`src/rtl/alu_pipe.sv`:
```
// alu_pipe: two-stage valid/ready ALU (AND, OR, ADD, SLT with a/b invert).
// Stage 1 registers conditioned operands plus per-bit generate/propagate;
// stage 2 resolves the carry chain and registers result and flags.
// Optional macro ALU_PIPE_FLAGS_EN: when defined, zero/cout/overflow are
// computed and registered; otherwise they are tied to 0.
module alu_pipe #(
    parameter int WIDTH = 32
) (
    input  logic             clk,
    input  logic             reset,
    input  logic             in_valid,
    output logic             in_ready,
    input  logic [WIDTH-1:0] a,
    input  logic [WIDTH-1:0] b,
    input  logic [3:0]       op,
    output logic             out_valid,
    input  logic             out_ready,
    output logic [WIDTH-1:0] result,
    output logic             zero,
    output logic             cout,
    output logic             overflow
);

    // Stage 1 state
    logic             r_s1_valid;
    logic [WIDTH-1:0] r_s1_a;
    logic [WIDTH-1:0] r_s1_b;
    logic             r_s1_cin;
    logic [WIDTH-1:0] r_s1_g;
    logic [WIDTH-1:0] r_s1_p;
    logic [1:0]       r_s1_op;

    // Stage 2 state
    logic             r_s2_valid;
    logic [WIDTH-1:0] r_result;

    logic             w_s2_en;
    logic [WIDTH-1:0] w_a;
    logic [WIDTH-1:0] w_b;
    logic [WIDTH-1:0] w_sum;
    logic [WIDTH-1:0] w_res;
    logic             w_ovf;
`ifdef ALU_PIPE_FLAGS_EN
    logic             w_cout;
`endif

    // Stage 2 may take new data when empty or when its result is consumed;
    // stage 1 may load whenever it is empty or stage 2 is moving.
    assign w_s2_en  = !r_s2_valid || out_ready;
    assign in_ready = !r_s1_valid || w_s2_en;

    assign w_a = a ^ {WIDTH{op[3]}};
    assign w_b = b ^ {WIDTH{op[2]}};

    // Stage 1: capture conditioned operands and generate/propagate terms
    always_ff @(posedge clk) begin
        if (reset) begin
            r_s1_valid <= 1'b0;
            r_s1_a     <= '0;
            r_s1_b     <= '0;
            r_s1_cin   <= 1'b0;
            r_s1_g     <= '0;
            r_s1_p     <= '0;
            r_s1_op    <= '0;
        end else if (in_ready) begin
            r_s1_valid <= in_valid;
            if (in_valid) begin
                r_s1_a   <= w_a;
                r_s1_b   <= w_b;
                r_s1_cin <= op[2];
                r_s1_g   <= w_a & w_b;
                r_s1_p   <= w_a | w_b;
                r_s1_op  <= op[1:0];
            end
        end
    end

    // Carry resolution from registered generate/propagate, sum, result mux
    always_comb begin
        logic [WIDTH:0] w_c;
        w_c    = '0;
        w_c[0] = r_s1_cin;
        for (int unsigned i = 0; i < WIDTH; i++) begin
            w_c[i+1] = r_s1_g[i] | (r_s1_p[i] & w_c[i]);
        end
        w_sum = r_s1_a ^ r_s1_b ^ w_c[WIDTH-1:0];
        w_ovf = w_c[WIDTH-1] ^ w_c[WIDTH];
`ifdef ALU_PIPE_FLAGS_EN
        w_cout = w_c[WIDTH];
`endif
        w_res = '0;
        unique case (r_s1_op)
            2'b00: w_res = r_s1_g;
            2'b01: w_res = r_s1_p;
            2'b10: w_res = w_sum;
            2'b11: w_res = {{(WIDTH-1){1'b0}}, w_sum[WIDTH-1] ^ w_ovf};
        endcase
    end

    // Stage 2: register result; hold while the consumer stalls
    always_ff @(posedge clk) begin
        if (reset) begin
            r_s2_valid <= 1'b0;
            r_result   <= '0;
        end else if (w_s2_en) begin
            r_s2_valid <= r_s1_valid;
            if (r_s1_valid) begin
                r_result <= w_res;
            end
        end
    end

`ifdef ALU_PIPE_FLAGS_EN
    logic r_zero;
    logic r_cout;
    logic r_ovf;

    // Stage 2 flag registers, updated alongside the result
    always_ff @(posedge clk) begin
        if (reset) begin
            r_zero <= 1'b0;
            r_cout <= 1'b0;
            r_ovf  <= 1'b0;
        end else if (w_s2_en && r_s1_valid) begin
            r_zero <= (w_res == '0);
            r_cout <= w_cout;
            r_ovf  <= w_ovf;
        end
    end

    assign zero     = r_zero;
    assign cout     = r_cout;
    assign overflow = r_ovf;
`else
    assign zero     = 1'b0;
    assign cout     = 1'b0;
    assign overflow = 1'b0;
`endif

    assign out_valid = r_s2_valid;
    assign result    = r_result;

endmodule

```
`config.mk`:
```
export PLATFORM = sky130hd
export DESIGN_NAME = alu_pipe
export DESIGN_NICKNAME = d
export VERILOG_FILES = /design/src/rtl/alu_pipe.sv
export SDC_FILE = /design/constraint.sdc
export NUM_CORES = 1
export LEC_CHECK = 0
export ABC_AREA = 1
export CORE_MARGIN = 2
export CORE_UTILIZATION = 46
export CTS_BUF_LIST = sky130_fd_sc_hd__clkbuf_4 sky130_fd_sc_hd__clkbuf_8 sky130_fd_sc_hd__clkbuf_16
export DETAILED_ROUTE_END_ITERATION = 16
export PLACE_DENSITY = 0.73
export SLEW_MARGIN = 20
export SYNTH_ARGS = -nofsm -noshare
export SYNTH_HDL_FRONTEND = slang
export SYNTH_SLANG_ARGS = --single-unit
export TNS_END_PERCENT = 5
```
`constraint.sdc`:
```
create_clock -name clk -period 5.94 [get_ports clk]
set_clock_uncertainty 0.15 [all_clocks]
set_input_delay 1.188 -clock clk [delete_from_list [all_inputs] [get_ports clk]]
set_output_delay 1.188 -clock clk [all_outputs]
set_load 0.1 [all_outputs]
```
# Word-level counts from Yosys, hierarchy flattened
# Index checks and enable logic that the tools add are counted.
# word_totals
ram_bits,0
latchBits,0
mem_bits_ro,0
out_inout_bits,37
memories,0
word_cells,92
in_bits,72
ff_bits,165
# op_classes
add_sub_neg,0
order_cmp,0
eq_ne,3
n_div,0
muxes,1
n_mul,0
n_shift,0
n_bitwise,72
n_reduce_logical,7
# ops
operator,count
32-bit case mux with 4 select lines,1
32-bit bitwise XOR,4
1-bit AND,32
32-bit AND,1
1-bit OR,32
32-bit OR,1
2-bit equality test (second input constant),2
2-bit AND reduction,2
2-bit by 1-bit equality test with 1-bit output (second input constant),1
1-bit zero test,2
2-bit zero test,1
1-bit logical OR,2
1-bit bitwise XOR,2

# Logic depth before layout (Yosys ltp)
# depth
ltp_word,67
depth_mapped,67
ltp_nobuf,67

# Least setup slack after synthesis
# OpenSTA, ideal clock, no wires.
# synth_timing
path_kind,flip-flop to flip-flop
startpoint,register r_s1_cin
endpoint,register r_result[31] (netlist: result[31])
slack_ns,1.533
required_time_ns,5.659
path_buffers,0
setup_time_ns,0.131
synth_period_minus_slack_ns,4.407
path_stages_with_launch,68
t_arrival_ns,4.127
cell_sequence,dfxtp_1 nand2_1 nand2_2 nand2_2 nand2_2 nand2_2 nand2_2 nand2_2 nand2_2 nand2_2 nand2_2 nand2_2 nand2_2 nand2_2 nand2_2 nand2_2 nand2_2 nand2_2 [32 not listed] nand2_2 nand2_2 nand2_2 nand2_2 nand2_2 nand2_2 nand2_2 nand2_2 nand2_2 nand2_2 nand2_2 nand2_2 nand2_2 nand2_1 nand3_1 nand2_1 nand2_1 a21oi_2
# synth_between
elab_chain_cells,64
# synth_lines
item,line,text
"start, declared",28,logic r_s1_cin;
"start signal, assigned",70,r_s1_cin <= op[2];
1-bit AND,84,w_c[i+1] = r_s1_g[i] | (r_s1_p[i] & w_c[i]);
1-bit OR,84,
1-bit AND,84,
1-bit OR,84,
1-bit AND,84,
1-bit OR,84,
1-bit AND,84,
1-bit OR,84,
[48 not listed],-,
1-bit AND,84,
1-bit OR,84,
1-bit AND,84,
1-bit OR,84,
1-bit AND,84,
1-bit OR,84,
32-bit bitwise XOR,86,w_sum = r_s1_a ^ r_s1_b ^ w_c[WIDTH-1:0];
32-bit case mux with 4 select lines,92,unique case (r_s1_op)
"end signal, assigned",108,r_result <= w_res;
"end, declared",35,logic [WIDTH-1:0] r_result;
# Every way passes these cells.
# A chain may end at the register's enable or synchronous reset.

# Worst setup path in the final report
# Same ends and word-level chain as after synthesis.

==> flow_summary.json <==
{
  "timing.setup.tns_ns": 0,
  "drv_cap": 0,
  "fin_nets": 1192,
  "post_synth.cell_area_avg_sq_um": 7.41,
  "irDropWorstVdd_mv": 0.218,
  "yosys_warnings": 0,
  "drc": 0,
  "required_ns": 6.06,
  "post_route_cells_drive_above_1_share": 0.102,
  "yosysSeqAreaShare": 0.424,
  "grtUsageTotal": 0.210,
  "grt_antenna_before_repair": 0,
  "place_inst": 1320,
  "worstSetupPathType": "flip-flop to flip-flop",
  "power_frac_clock": 0.418,
  "gp_congestion": 0.802,
  "whs_ns": 0.313,
  "vias": 6909,
  "synth_cell_type_count": 29,
  "hold_class": "flip-flop to flip-flop",
  "cp_max_fo": 3,
  "finalPower_mw": 3.00,
  "leakage_nw": 3.78,
  "area_delta_synth_final_pct": 23.4,
  "timing.final.crit_period_ns": 4.92,
  "wl_um": 18700,
  "dr.pass1.iters": 5,
  "viasPerCell": 5.11,
  "final_antenna_net_count": 0,
  "synthesis.instances": 1052,
  "layout.cells.non_filler": 1353,
  "clkTransAtPathRegs_ns": 0.06,
  "fin_util": 0.580,
  "dpl.hpwl_um": 11800,
  "num_rows": 47,
  "crit_path_max_incr_delay_ns": 0.37,
  "worstSkewPairLatency_ns": 0.43,
  "antenna_cells": 0,
  "syn-cell-area_sq_mm": 0.00779,
  "critPathBufInv": 0,
  "core_area_sq_mm": 0.0166,
  "maxSlewHeadroom": 0.286,
  "cts_max_level": 4,
  "switchingPower_mw": 0.828,
  "power_frac_comb": 0.169,
  "fin_crit_sh": 0.829,
  "cts_root_buf": "clkbuf_16",
  "hold_buffers": 0,
  "synth.area.top_cells": "dfxtp_1 (42%), nand2_1 (16%), xor2_1 (11%), a21oi_1 (8.5%), nand2_2 (4.9%)",
  "max_freq_mhz": 203,
  "io_pins": 109,
  "synth_top_area_share": 0.424,
  "wl_per_cell_um": 13.8,
  "cpMostUsedCell": "nand2_2",
  "rsz0062_at_grt": "no",
  "status": "complete, no violations",
  "p_int_mw": 2.17,
  "grt_max_degree": 108,
  "die-area_sq_mm": 0.0180,
  "worstSetupStartpointType": "flip-flop",
  "clk_path_buf_depth": 2,
  "clock_sinks": 165,
  "arrival_ns": 5.04,
  "grt_remaining_overflow": 0,
  "crit_family": "simple AND/OR/NAND/NOR gates",
  "ys_ff_latch": 165,
  "cts_setup_buffers": 0,
  "yosys.area.top_type": "dfxtp_1",
  "end_kind": "flip-flop",
  "postCtsResizedCells": 0,
  "setup_viol": 0,
  "drv_slew": 0,
  "p_sw_frac": 0.276,
  "power_frac_seq": 0.413,
  "initial_core_util": 0.470,
  "crit_path_top_delay_cell": "dfxtp_1",
  "cts_tree": "yes",
  "power.density_mw_per_mm2": 312,
  "drt_iter0_markers": 516,
  "die_h_um": 134,
  "port_buffers": 105,
  "die_w_um": 134,
  "numCtsBuffers": 17,
  "grt_pass1_wl_um": 30500,
  "worst_slew_pin_slew_ns": 1.07,
  "hold_viol": 0,
  "grt_pass1_vias": 6446
}
[synthesized netlist by cell type]
cell type,n
o21ai_1,5
inv_1,41
a32oi_1,1
dfxtp_1,165
o21ai_0,14
buf_1,6
conb_1,1
inv_2,2
nand2_2,61
nand2_4,1
buf_4,3
xnor2_1,2
o221ai_1,22
nand3_2,1
clkinv_1,1
clkbuf_1,56
or2_1,3
buf_2,1
a32o_1,1
a221oi_1,2
nand3_1,39
a21oi_2,2
or2_2,2
nor2_1,27
a21oi_1,133
nand2_1,327
xor2_1,97
a31oi_1,35
a21boi_0,1
[worst paths after layout]
kind,from,endpoint,slack [ns],cells after the start
min,result[24],result[24],0.31,2
min reg2reg,result[24],result[24],0.31,2
max reg2reg,r_s1_cin,result[31],1.02,67
max,r_s1_cin,result[31],1.02,67
[flip-flops by register name, summed over array words and instances (netlist names)]
register and cells:
r_s1_cin 1, r_s1_b 32, r_s1_g 32, r_s1_a 32, r_s1_op 2, r_s1_valid 1
r_s1_p 32, out_valid 1, result 32
[logic make-up after synthesis]
group / synth area share
AOI/OAI and AO/OA: 0.158
xor gates and xnor gates: 0.111
buffers and inverters: 0.0546
DFF: 0.424
other: 0.000481
and+or+nand+nor: 0.251
[cells in the final DEF, fill, tap and decap left out, drive strengths merged, types with 3 or more instances in the layout]
| master | n |
|---|---|
| or2 | 5 |
| dfxtp | 165 |
| clkinv | 5 |
| bufinv | 6 |
| clkbuf | 19 |
| o221ai | 22 |
| buf | 11 |
| nand3 | 40 |
| clkdlybuf4s50 | 102 |
| conb | 3 |
| xor2 | 97 |
| a31oi | 35 |
| a21oi | 135 |
| clkinvlp | 3 |
| nand2 | 389 |
| o21ai | 19 |
| inv | 43 |
| nor2 | 27 |
[routing by layer]
metal  track usage  vias up  routed length, um
li1              -     3562                  -
met1         0.278     3171               8900
met2         0.349      159               8860
met3        0.0367       17                692
met4        0.0708        0                272
met5             0        -                  0
[per-stage QoR]
stage / worst slack (ns) / area [sq um]
CTS: 1.01 / 9600
finish: 1.02 / 9620
detailed placement: 1.07 / 8920
global route: 0.516 / 9620
global placement: 1.21 / 8920
floorplan: 1.53 / 7800
[final cells by class]
cell class	instances	area (sq um)
timing repair buffer	113	1110
multi-input combinational	779	4080
clock inverter	13	226
tap	220	275
clock buffer	19	453
fill	1542	6970
inverter	44	165
sequential	165	3300
[worst register-to-register path, delay by kind of cell (launching register included)]
family             cells  cell delay, ns
AOI/OAI and AO/OA      1            0.05
DFF                    1            0.37
and+or+nand+nor       66            4.16
[power by group through the flow]
stage | clock (mW) | sequential [mW] | combinational [mW]
finish | 1.26 | 1.24 | 0.507
global route | 1.31 | 1.25 | 0.558
CTS | 1.27 | 1.24 | 0.507
detailed placement | 0 | 1.26 | 0.503
global placement | 0 | 1.26 | 0.496
floorplan | 0 | 1.32 | 0.298
Power figures use the tool's default switching activity.
